<file path="config.mk">
export PLATFORM = sky130hd
export DESIGN_NAME = hazard_scoreboard
export DESIGN_NICKNAME = d
export VERILOG_FILES = /design/src/rtl/hazard_scoreboard_pkg.sv /design/src/rtl/hazard_sb_entry.sv /design/src/rtl/hazard_scoreboard.sv
export SDC_FILE = /design/constraint.sdc
export NUM_CORES = 1
export LEC_CHECK = 0
export CAP_MARGIN = 30
export CORE_ASPECT_RATIO = 1.25
export CORE_MARGIN = 5
export CORE_UTILIZATION = 45
export CTS_CLUSTER_DIAMETER = 50
export CTS_CLUSTER_SIZE = 12
export DETAILED_ROUTE_END_ITERATION = 12
export HOLD_SLACK_MARGIN = 0.08
export PLACE_DENSITY = 0.75
export SLEW_MARGIN = 0
export SYNTH_ARGS = -nofsm -noshare
export SYNTH_HDL_FRONTEND = slang
export SYNTH_HIERARCHICAL = 1
export SYNTH_SLANG_ARGS = --single-unit
</file>
<file path="constraint.sdc">
create_clock -name clk -period 4.4 [get_ports clk]
set_clock_uncertainty 0.2 [all_clocks]
set_input_delay 0.88 -clock clk [delete_from_list [all_inputs] [get_ports clk]]
set_output_delay 0.88 -clock clk [all_outputs]
set_load 0.01 [all_outputs]
</file>
<file path="src/rtl/hazard_scoreboard_pkg.sv">
// Shared types and helpers for the hazard scoreboard.
// Action enum, counter-width function, zero-register index.
package hazard_scoreboard_pkg;

  typedef enum logic [1:0] {
    HAZ_NONE,
    HAZ_STALL,
    HAZ_FLUSH
  } haz_action_e;

  localparam int ZERO_REG = 0;

  // Bits needed to hold 0..max_val, never less than 1.
  function automatic int cnt_width(input int max_val);
    if (max_val <= 1) return 1;
    return $clog2(max_val + 1);
  endfunction

endpackage

</file>
<file path="src/rtl/hazard_sb_entry.sv">
// One scoreboard entry: countdown until a register is forwardable.
// Ports: clk, rst_n, load_en, load_val in; busy out (count nonzero).
module hazard_sb_entry #(
  parameter int CNT_W = 1
) (
  input  logic             clk,
  input  logic             rst_n,
  input  logic             load_en,
  input  logic [CNT_W-1:0] load_val,
  output logic             busy
);

  logic [CNT_W-1:0] cnt_q;
  logic [CNT_W-1:0] cnt_d;

  // A new writer overrides the running countdown (newest wins).
  always_comb begin
    cnt_d = cnt_q;
    if (load_en) begin
      cnt_d = load_val;
    end else if (cnt_q != '0) begin
      cnt_d = cnt_q - CNT_W'(1);
    end
  end

  always_ff @(posedge clk or negedge rst_n) begin
    if (!rst_n) cnt_q <= '0;
    else        cnt_q <= cnt_d;
  end

  assign busy = (cnt_q != '0);

endmodule

</file>
<file path="src/rtl/hazard_scoreboard.sv">
// Hazard detection and stall/flush control between ID and ID/EX.
// In: issue/source info from ID, branch_taken from EX.
// Out: pc/IF-ID enables, bubble select, IF/ID flush, stall counter.
module hazard_scoreboard
  import hazard_scoreboard_pkg::*;
#(
  parameter int REG_ADDR_W         = 4,
  parameter int LOAD_LATENCY       = 1,
  parameter int ALU_LATENCY        = 0,
  parameter int BRANCH_PENALTY     = 1,
  parameter bit ZERO_REG_HARDWIRED = 1'b1,
  parameter int STALL_CNT_W        = 16
) (
  input  logic                   clk,
  input  logic                   rst_n,
  input  logic                   issue_valid,
  input  logic                   issue_writes_rd,
  input  logic                   issue_is_load,
  input  logic [REG_ADDR_W-1:0]  issue_rd,
  input  logic [REG_ADDR_W-1:0]  id_rs_a,
  input  logic [REG_ADDR_W-1:0]  id_rs_b,
  input  logic                   id_uses_a,
  input  logic                   id_uses_b,
  input  logic                   branch_taken,
  output logic                   pc_enable,
  output logic                   if_id_enable,
  output logic                   bubble_sel,
  output logic                   flush_if_id,
  output logic [STALL_CNT_W-1:0] stall_count
);

  localparam int NREG = 2 ** REG_ADDR_W;
  localparam int LAT_MAX =
    (LOAD_LATENCY > ALU_LATENCY) ? LOAD_LATENCY : ALU_LATENCY;
  localparam int CNT_W = cnt_width(LAT_MAX);
  localparam int FL_W  = cnt_width(BRANCH_PENALTY - 1);
  localparam logic [REG_ADDR_W-1:0] ZR = REG_ADDR_W'(ZERO_REG);

  logic [NREG-1:0]        busy;
  logic [NREG-1:0]        load_en;
  logic [CNT_W-1:0]       load_val;
  logic                   haz_a;
  logic                   haz_b;
  logic                   stall;
  logic                   flush_active;
  logic                   accept;
  logic                   rd_zero;
  haz_action_e            act;

  logic [FL_W-1:0]        flush_cnt_q;
  logic [FL_W-1:0]        flush_cnt_d;
  logic [STALL_CNT_W-1:0] stall_count_q;
  logic [STALL_CNT_W-1:0] stall_count_d;

  for (genvar r = 0; r < NREG; r++) begin : g_sb
    hazard_sb_entry #(
      .CNT_W(CNT_W)
    ) u_entry (
      .clk     (clk),
      .rst_n   (rst_n),
      .load_en (load_en[r]),
      .load_val(load_val),
      .busy    (busy[r])
    );
  end

  // Outputs must read idle while reset is held, even with a branch.
  always_comb begin
    haz_a = id_uses_a && busy[id_rs_a]
         && !(ZERO_REG_HARDWIRED && id_rs_a == ZR);
    haz_b = id_uses_b && busy[id_rs_b]
         && !(ZERO_REG_HARDWIRED && id_rs_b == ZR);
    stall = rst_n && issue_valid && (haz_a || haz_b);
    flush_active = rst_n
                && (branch_taken || flush_cnt_q != '0);
    accept = issue_valid && issue_writes_rd && !stall
          && !flush_active && !branch_taken;
    rd_zero = ZERO_REG_HARDWIRED && issue_rd == ZR;
  end

  always_comb begin
    load_en = '0;
    load_val = issue_is_load ? CNT_W'(LOAD_LATENCY)
                             : CNT_W'(ALU_LATENCY);
    if (accept && !rd_zero) load_en[issue_rd] = 1'b1;
  end

  always_comb begin
    flush_cnt_d = flush_cnt_q;
    if (branch_taken) begin
      flush_cnt_d = FL_W'(BRANCH_PENALTY - 1);
    end else if (flush_cnt_q != '0) begin
      flush_cnt_d = flush_cnt_q - FL_W'(1);
    end
  end

  always_comb begin
    stall_count_d = stall_count_q;
    if (stall && !flush_active && stall_count_q != '1) begin
      stall_count_d = stall_count_q + STALL_CNT_W'(1);
    end
  end

  always_comb begin
    act = HAZ_NONE;
    unique case (1'b1)
      flush_active:          act = HAZ_FLUSH;
      stall && !flush_active: act = HAZ_STALL;
      default:               act = HAZ_NONE;
    endcase
  end

  always_comb begin
    pc_enable    = 1'b1;
    if_id_enable = 1'b1;
    bubble_sel   = 1'b0;
    flush_if_id  = 1'b0;
    unique case (act)
      HAZ_FLUSH: begin
        bubble_sel  = 1'b1;
        flush_if_id = 1'b1;
      end
      HAZ_STALL: begin
        pc_enable    = 1'b0;
        if_id_enable = 1'b0;
        bubble_sel   = 1'b1;
      end
      default: ;
    endcase
  end

  always_ff @(posedge clk or negedge rst_n) begin
    if (!rst_n) begin
      flush_cnt_q   <= '0;
      stall_count_q <= '0;
    end else begin
      flush_cnt_q   <= flush_cnt_d;
      stall_count_q <= stall_count_d;
    end
  end

  assign stall_count = stall_count_q;

endmodule
</file>
; Word-level counts from Yosys, hierarchy flattened
; Index checks and enable logic that the tools add are counted.
[totals]
ff_bits = 33
latch_bits = 0
mem_bits_rw = 0
mem_bits_ro = 0
n_memories = 0
[op_classes]
n_addsub = 18
n_mul = 0
div_mod_pow = 0
order_cmp = 4
n_eq_ne = 3
shifts = 0
n_mux = 46
bitwise_logic = 0
reduce_logical = 27
[ops]
columns = operator, n
row1 = 1-bit 2-to-1 mux, 41
row2 = 1-bit subtractor (second input constant), 17
row3 = 16-bit by 1-bit adder with 16-bit output (second input constant), 1
row4 = 16-bit 2-to-1 mux, 1
row5 = 16-bit inequality test (second input constant), 1
row6 = 1-bit logical AND, 15
row7 = 4-bit by 5-bit < comparator with 1-bit output (second input constant), 3
row8 = 4-bit zero test, 3
row9 = 1-bit binary-select mux with 4-bit select, 2
row10 = 1-bit zero test, 6
row11 = 1-bit demux with 4-bit select, 1
row12 = 4-bit by 1-bit greater-or-equal comparator with 1-bit output (second input constant), 1
row13 = 2-bit one-hot mux with 2 select lines, 1
row14 = 2-bit by 1-bit == test with 1-bit output (second input constant), 1
row15 = 2-bit == test (second input constant), 1
row16 = 1-bit logical OR, 2
row17 = 2-bit OR reduction, 1

; Depth between registers and ports, before layout
[depth]
depth_word = 13
mapped_depth = 10
mapped_depth_nobuf = 7

; Hierarchy
; The synthesis kept the hierarchy.
[by_module_without_submodules]
columns = module, instances, cells_each, area_each_um2, seq_area_each_um2
row1 = hazard_scoreboard, 1, 150, 1332.5, 400.4
row2 = hazard_sb_entry, 15, 2, 31.3, 25.0

; Least setup slack after synthesis
; Ideal clock, no wire load.
[synth_timing]
path_type = input port to output port
startpoint = input port id_rs_a[0]
endpoint = output port bubble_sel
t_arrival_ps = 2451
setup_slack_ps = 869
cell_stages = 8
n_path_buf = 2
cell_sequence = mux4_2 > and4_1 > a31oi_1 > and4_1 > buf_6 > nor2_2 > buf_6 > or2_2
[synth_via]
elab_chain_cells = 11
elab_cells_between_ends = 14
classes_between = eq/ne (2) / mux (4) / reduce/logical (8)
[synth_rtl]
columns = item, line
row1 = "start, declared", hazard_scoreboard.sv:20  ; input logic [REG_ADDR_W-1:0] id_rs_a,
row2 = 1-bit binary-select mux with 4-bit select, hazard_scoreboard.sv:69  ; haz_a = id_uses_a && busy[id_rs_a]
row3 = 1-bit 2-to-1 mux (implied by the code), hazard_scoreboard.sv:69
row4 = 1-bit logical AND, hazard_scoreboard.sv:69
row5 = 1-bit logical AND *, hazard_scoreboard.sv:70  ; && !(ZERO_REG_HARDWIRED && id_rs_a == ZR);
row6 = 1-bit logical OR *, hazard_scoreboard.sv:73  ; stall = rst_n && issue_valid && (haz_a || haz_b);
row7 = 1-bit logical AND *, hazard_scoreboard.sv:73
row8 = 1-bit logical AND *, hazard_scoreboard.sv:108  ; stall && !flush_active: act = HAZ_STALL;
row9 = 2-bit one-hot mux with 2 select lines *, hazard_scoreboard.sv:106  ; unique case (1'b1)
row10 = 2-bit == test or 2-bit by 1-bit == test with 1-bit output (tied branches), hazard_scoreboard.sv:118  ; unique case (act)
row11 = 2-bit OR reduction (no line) *, --
row12 = 1-bit 2-to-1 mux *, hazard_scoreboard.sv:118
row13 = "end, declared", hazard_scoreboard.sv:27  ; output logic bubble_sel,
; Every way passes the cells marked *; elsewhere a longest branch is shown, timed or not. The select of a mux whose other input is x is not followed.

; Worst setup path after layout
[layout_timing]
startpoint = input port id_rs_a[0]
endpoint = output port pc_enable
[layout_via]
elab_chain_cells = 10
elab_cells_between_ends = 12
classes_between = eq/ne (1) / mux (4) / reduce/logical (7)
[layout_rtl]
columns = item, line
row1 = 1-bit binary-select mux with 4-bit select, hazard_scoreboard.sv:69
row2 = 1-bit 2-to-1 mux (implied by the code), hazard_scoreboard.sv:69
row3 = 1-bit logical AND, hazard_scoreboard.sv:69
row4 = 1-bit logical AND *, hazard_scoreboard.sv:70
row5 = 1-bit logical OR *, hazard_scoreboard.sv:73
row6 = 1-bit logical AND *, hazard_scoreboard.sv:73
row7 = 1-bit logical AND *, hazard_scoreboard.sv:108
row8 = 2-bit one-hot mux with 2 select lines *, hazard_scoreboard.sv:106
row9 = 2-bit by 1-bit == test with 1-bit output *, hazard_scoreboard.sv:118
row10 = 1-bit 2-to-1 mux *, hazard_scoreboard.sv:118
row11 = "end, declared", hazard_scoreboard.sv:25  ; output logic pc_enable,
; Marks and branches as above.

==> Flow_metrics.wiki <==
{| class="wikitable"
! Metric !! Value
|-
| Post-route cell area || around 0.0023 sq mm
|-
| Detailed-router iteration count before antenna repair || 4
|-
| Class of the most critical hold timing path || reg -> reg
|-
| Total standard cell area after synthesis || between 0.0015 and 0.002 sq mm
|-
| # fillers || approximately 330
|-
| Cell depth of the worst setup path || 7
|-
| Number of buffers on the longest clock path || 2
|-
| Area share of the largest cell type after synthesis || 43.1%
|-
| Clock tree from TritonCTS || done
|-
| Diodes inserted || 0
|-
| Number of clock sinks || 31
|-
| Multiplexer fraction of the synthesized cell area || a little under a tenth
|-
| Count of unresolved DRC violations after routing || 0
|-
| Slew Limit Headroom || ~67%
|-
| Post-placement setup slack || -0.0290 ns
|-
| Element type at the critical path start || input port
|-
| Number of nets in the synthesized netlist || roughly 200
|-
| Library cells used by synthesis || 38
|-
| Routability-driven placement congestion ratio || roughly 0.86
|-
| Cell with the biggest individual delay on the critical path || clkdlybuf4s50_1
|-
| H-tree level count || 2
|-
| Net count, final || 244
|-
| Family with the most delay on the worst path || buffers and inverters
|-
| Post-detailed-placement cell area || 0.00224 sq mm
|-
| Post-DR vias/cell || approximately 5.4
|-
| Dominant combinational cell family by area after synthesis || simple AND/OR/NAND/NOR gates
|-
| Max cap viols || 0
|-
| Post-Route Hold Slack || approximately 0.28 ns
|-
| Wire length of the first global-routing pass || about 6.5 mm
|-
| Total global routing track utilization || 15.9%
|-
| Number of violations reported at the end of detailed-routing iteration 0 || 60
|-
| Synth Register Bits || 31
|-
| I/O pin cnt || 40
|-
| Cell taking the most area after synthesis || dfrtp_1
|-
| Synth warn || 6
|-
| Power density over the cells || 278 mW/mm^2
|-
| Synthesized-area fraction occupied by ao, oa, aoi and oai cells || approximately 3.8%
|-
| Most frequent cell after synthesis || dfrtp_1
|-
| Area delta synth->final || 29.5%
|-
| Effective utilization at floorplan || 47.2%
|-
| Cell depth of the worst min-delay path || 1
|-
| Detailed placement HPWL || 2.86 mm
|-
| Largest net degree at the start of global routing || 25
|-
| Critical path type || in -> out
|-
| Endpoint required time on the critical path || roughly 3.3 ns
|-
| Num rows || 25
|-
| Top_reg_cell synth || dfrtp_1
|-
| Largest stage delay on the critical path || 0.55 ns
|-
| Most used cell along the critical path || clkdlybuf4s50_1
|-
| Number of setup violations in the final report || 0
|-
| Area of the die || about 0.0054 sq mm
|-
| RSZ-0062 raised after global routing || false
|-
| Endpoint type of the worst setup path || primary output
|-
| Number of global-route vias before repair || roughly 1,500
|-
| Power Total || 649 uW
|-
| Sum of overflow across all layers after global routing || 0
|-
| # hold bufs at CTS || 0
|-
| Capture point of the worst reg-to-reg path || stall_count[1]
|-
| Min cycle time layout || 4.32 ns
|-
| Critical path fanouts, max || 4
|-
| Worst setup path startpoint || id_rs_a[0]
|-
| Average routed wire per standard cell || 13.5 microns
|-
| EDFF count, synth || 0
|-
| Count of buffering cells on the critical path with inverters included || 2
|-
| P_leak || about 1.0 nW
|-
| Clock slew at the register clock pins of the worst setup and hold paths || ~0.070 ns
|-
| Top achievable clock speed || roughly 230 MHz
|-
| Worst slew pin tran || roughly 0.49 ns
|-
| Arrival time worst endpoint || roughly 3.2 ns
|-
| Count of final hold-check violations || 0
|-
| R2R cell count || 7
|-
| Synth Area in XOR/XNOR || around 6.8%
|-
| Number of buffers created by CTS || 5
|-
| Worst path cell trace || clkdlybuf4s50_1 > mux4_2 > and4_1 > a31oi_1 > and4_4 > nand2b_1 > clkdlybuf4s50_1
|-
| Vias || between 1,000 and 1,500
|-
| Skew-Pair Late Insertion Delay || approximately 0.28 ns
|-
| Post-synthesis sequential area ratio || between 40 and 50%
|-
| Clock Root Buffer || clkbuf_8
|-
| Total Routed Length || roughly 3.7 mm
|-
| Count of port buffers added during placement || 39
|-
| Count of nets left with antenna violations after detail routing || 0
|-
| DIE HEIGHT || between 80 and 90 microns
|-
| Layout cell share with drive strength beyond 1 || 10.3%
|-
| List of most frequent post-synthesis cells || dfrtp_1, and2_1, nor4_1
|-
| Register-to-Register Setup Slack || about 1.9 ns
|-
| Adder and majority gate portion of the synthesized area || less than 1%
|-
| Source of the worst hold timing path || stall_count[14]
|-
| Number of standard cells after synthesis || 180
|-
| Die span in x || between 60 and 70 microns
|-
| Final Max Slew Viols || 0
|-
| Core Footprint || approximately 0.0038 sq mm
|-
| Peak ir drop on the vdd network || approximately 0.00016 V
|-
| Critical path endpoint || pc_enable
|-
| Area contributors post-synth || dfrtp_1, xor2_1, and2_1
|-
| Result of the run || complete, no violations
|-
| Final worst slack || slightly above 0.08 ns
|-
| Reg2Reg Launch Point || g_sb[15].u_entry/busy
|-
| Util after Layout || 61.1%
|-
| Final worst path period share || between 90% and 100%
|-
| Simple-gate portion of the synthesized area || 31.8%
|-
| Initial antenna violation count || 0
|-
| Post-synthesis area per instance || ~10 sq um
|-
| Share of synthesized registers carrying an async set or reset || 100%
|}
==> final cells by class <==
class	instances	area, sq um	area share, %
clock buffer	6	82.6	3.54
clock inverter	1	5.00	0.214
inverter	3	11.3	0.483
multi-input combinational	136	950	40.7
sequential	31	776	33.2
tap	54	67.6	2.90
timing repair buffer	46	442	18.9
==> flip-flops by register name, indices dropped and copies added (netlist names) <==
signal,count
stall_count,16
g_sb.u_entry/busy,15
==> per-stage QoR <==
step	setup TNS [ns]	cells
floorplan	0	180
global placement	-0.0102	270
detailed placement	-0.0290	270
CTS	0	277
global route	0	277
finish	0	277
==> per-layer routing <==
layer / track usage (%) / routed length, microns / vias up
met5: 0 / 0 / -
met4: 8.33 / 120 / 0
met3: 4.01 / 156 / 12
met2: 23.4 / 1720 / 40
met1: 21.4 / 1740 / 694
li1: - / - / 737
==> cell families after synthesis <==
group | after synthesis
compound gates | 10
buf+inv | 13
mux | 14
xor+xnor | 14
fa+ha+maj | 1
simple gates | 97
flops | 31
==> cell usage in the layout, fill, tap and decap left out, types with 2 or more instances in the layout <==
| master | instances |
|---|---|
| nor2_1 | 10 |
| or2_2 | 3 |
| mux2_2 | 2 |
| nor3_1 | 6 |
| nand2_1 | 12 |
| nor4_1 | 14 |
| a21oi_1 | 4 |
| dfrtp_1 | 31 |
| nand2b_1 | 5 |
| xor2_1 | 13 |
| nor2b_1 | 2 |
| clkdlybuf4s50_1 | 38 |
| nand3b_1 | 3 |
| inv_1 | 3 |
| mux2i_1 | 10 |
| and2_1 | 17 |
| nand3_1 | 6 |
| clkbuf_8 | 6 |
| buf_4 | 7 |
| nand4_1 | 8 |
| nor4b_1 | 2 |
| and4_1 | 3 |
==> what timing repair did <==
item | CTS | global route
buffers inserted | 0 | 0
setup endpoints to repair | 1 | 0
resized for setup | 3 | 0
==> how the worst min path moves through the flow <==
stage / to / slack, ns
after global routing: stall_count[10] / 0.31
final: stall_count[14] / 0.28
after global placement: stall_count[10] / 0.27
after floorplan: stall_count[10] / 0.32
after CTS: stall_count[14] / 0.29
after detailed placement: stall_count[14] / 0.28
==> report_power, final <==
| group | leakage (nW) | internal (mW) | total [mW] | switching, mW |
|---|---|---|---|---|
| Combinational | 0.568 | 0.0646 | 0.117 | 0.0527 |
| Clock | 0.0470 | 0.122 | 0.220 | 0.0971 |
| Sequential | 0.429 | 0.298 | 0.312 | 0.0146 |
Power figures use the tool's default switching activity.
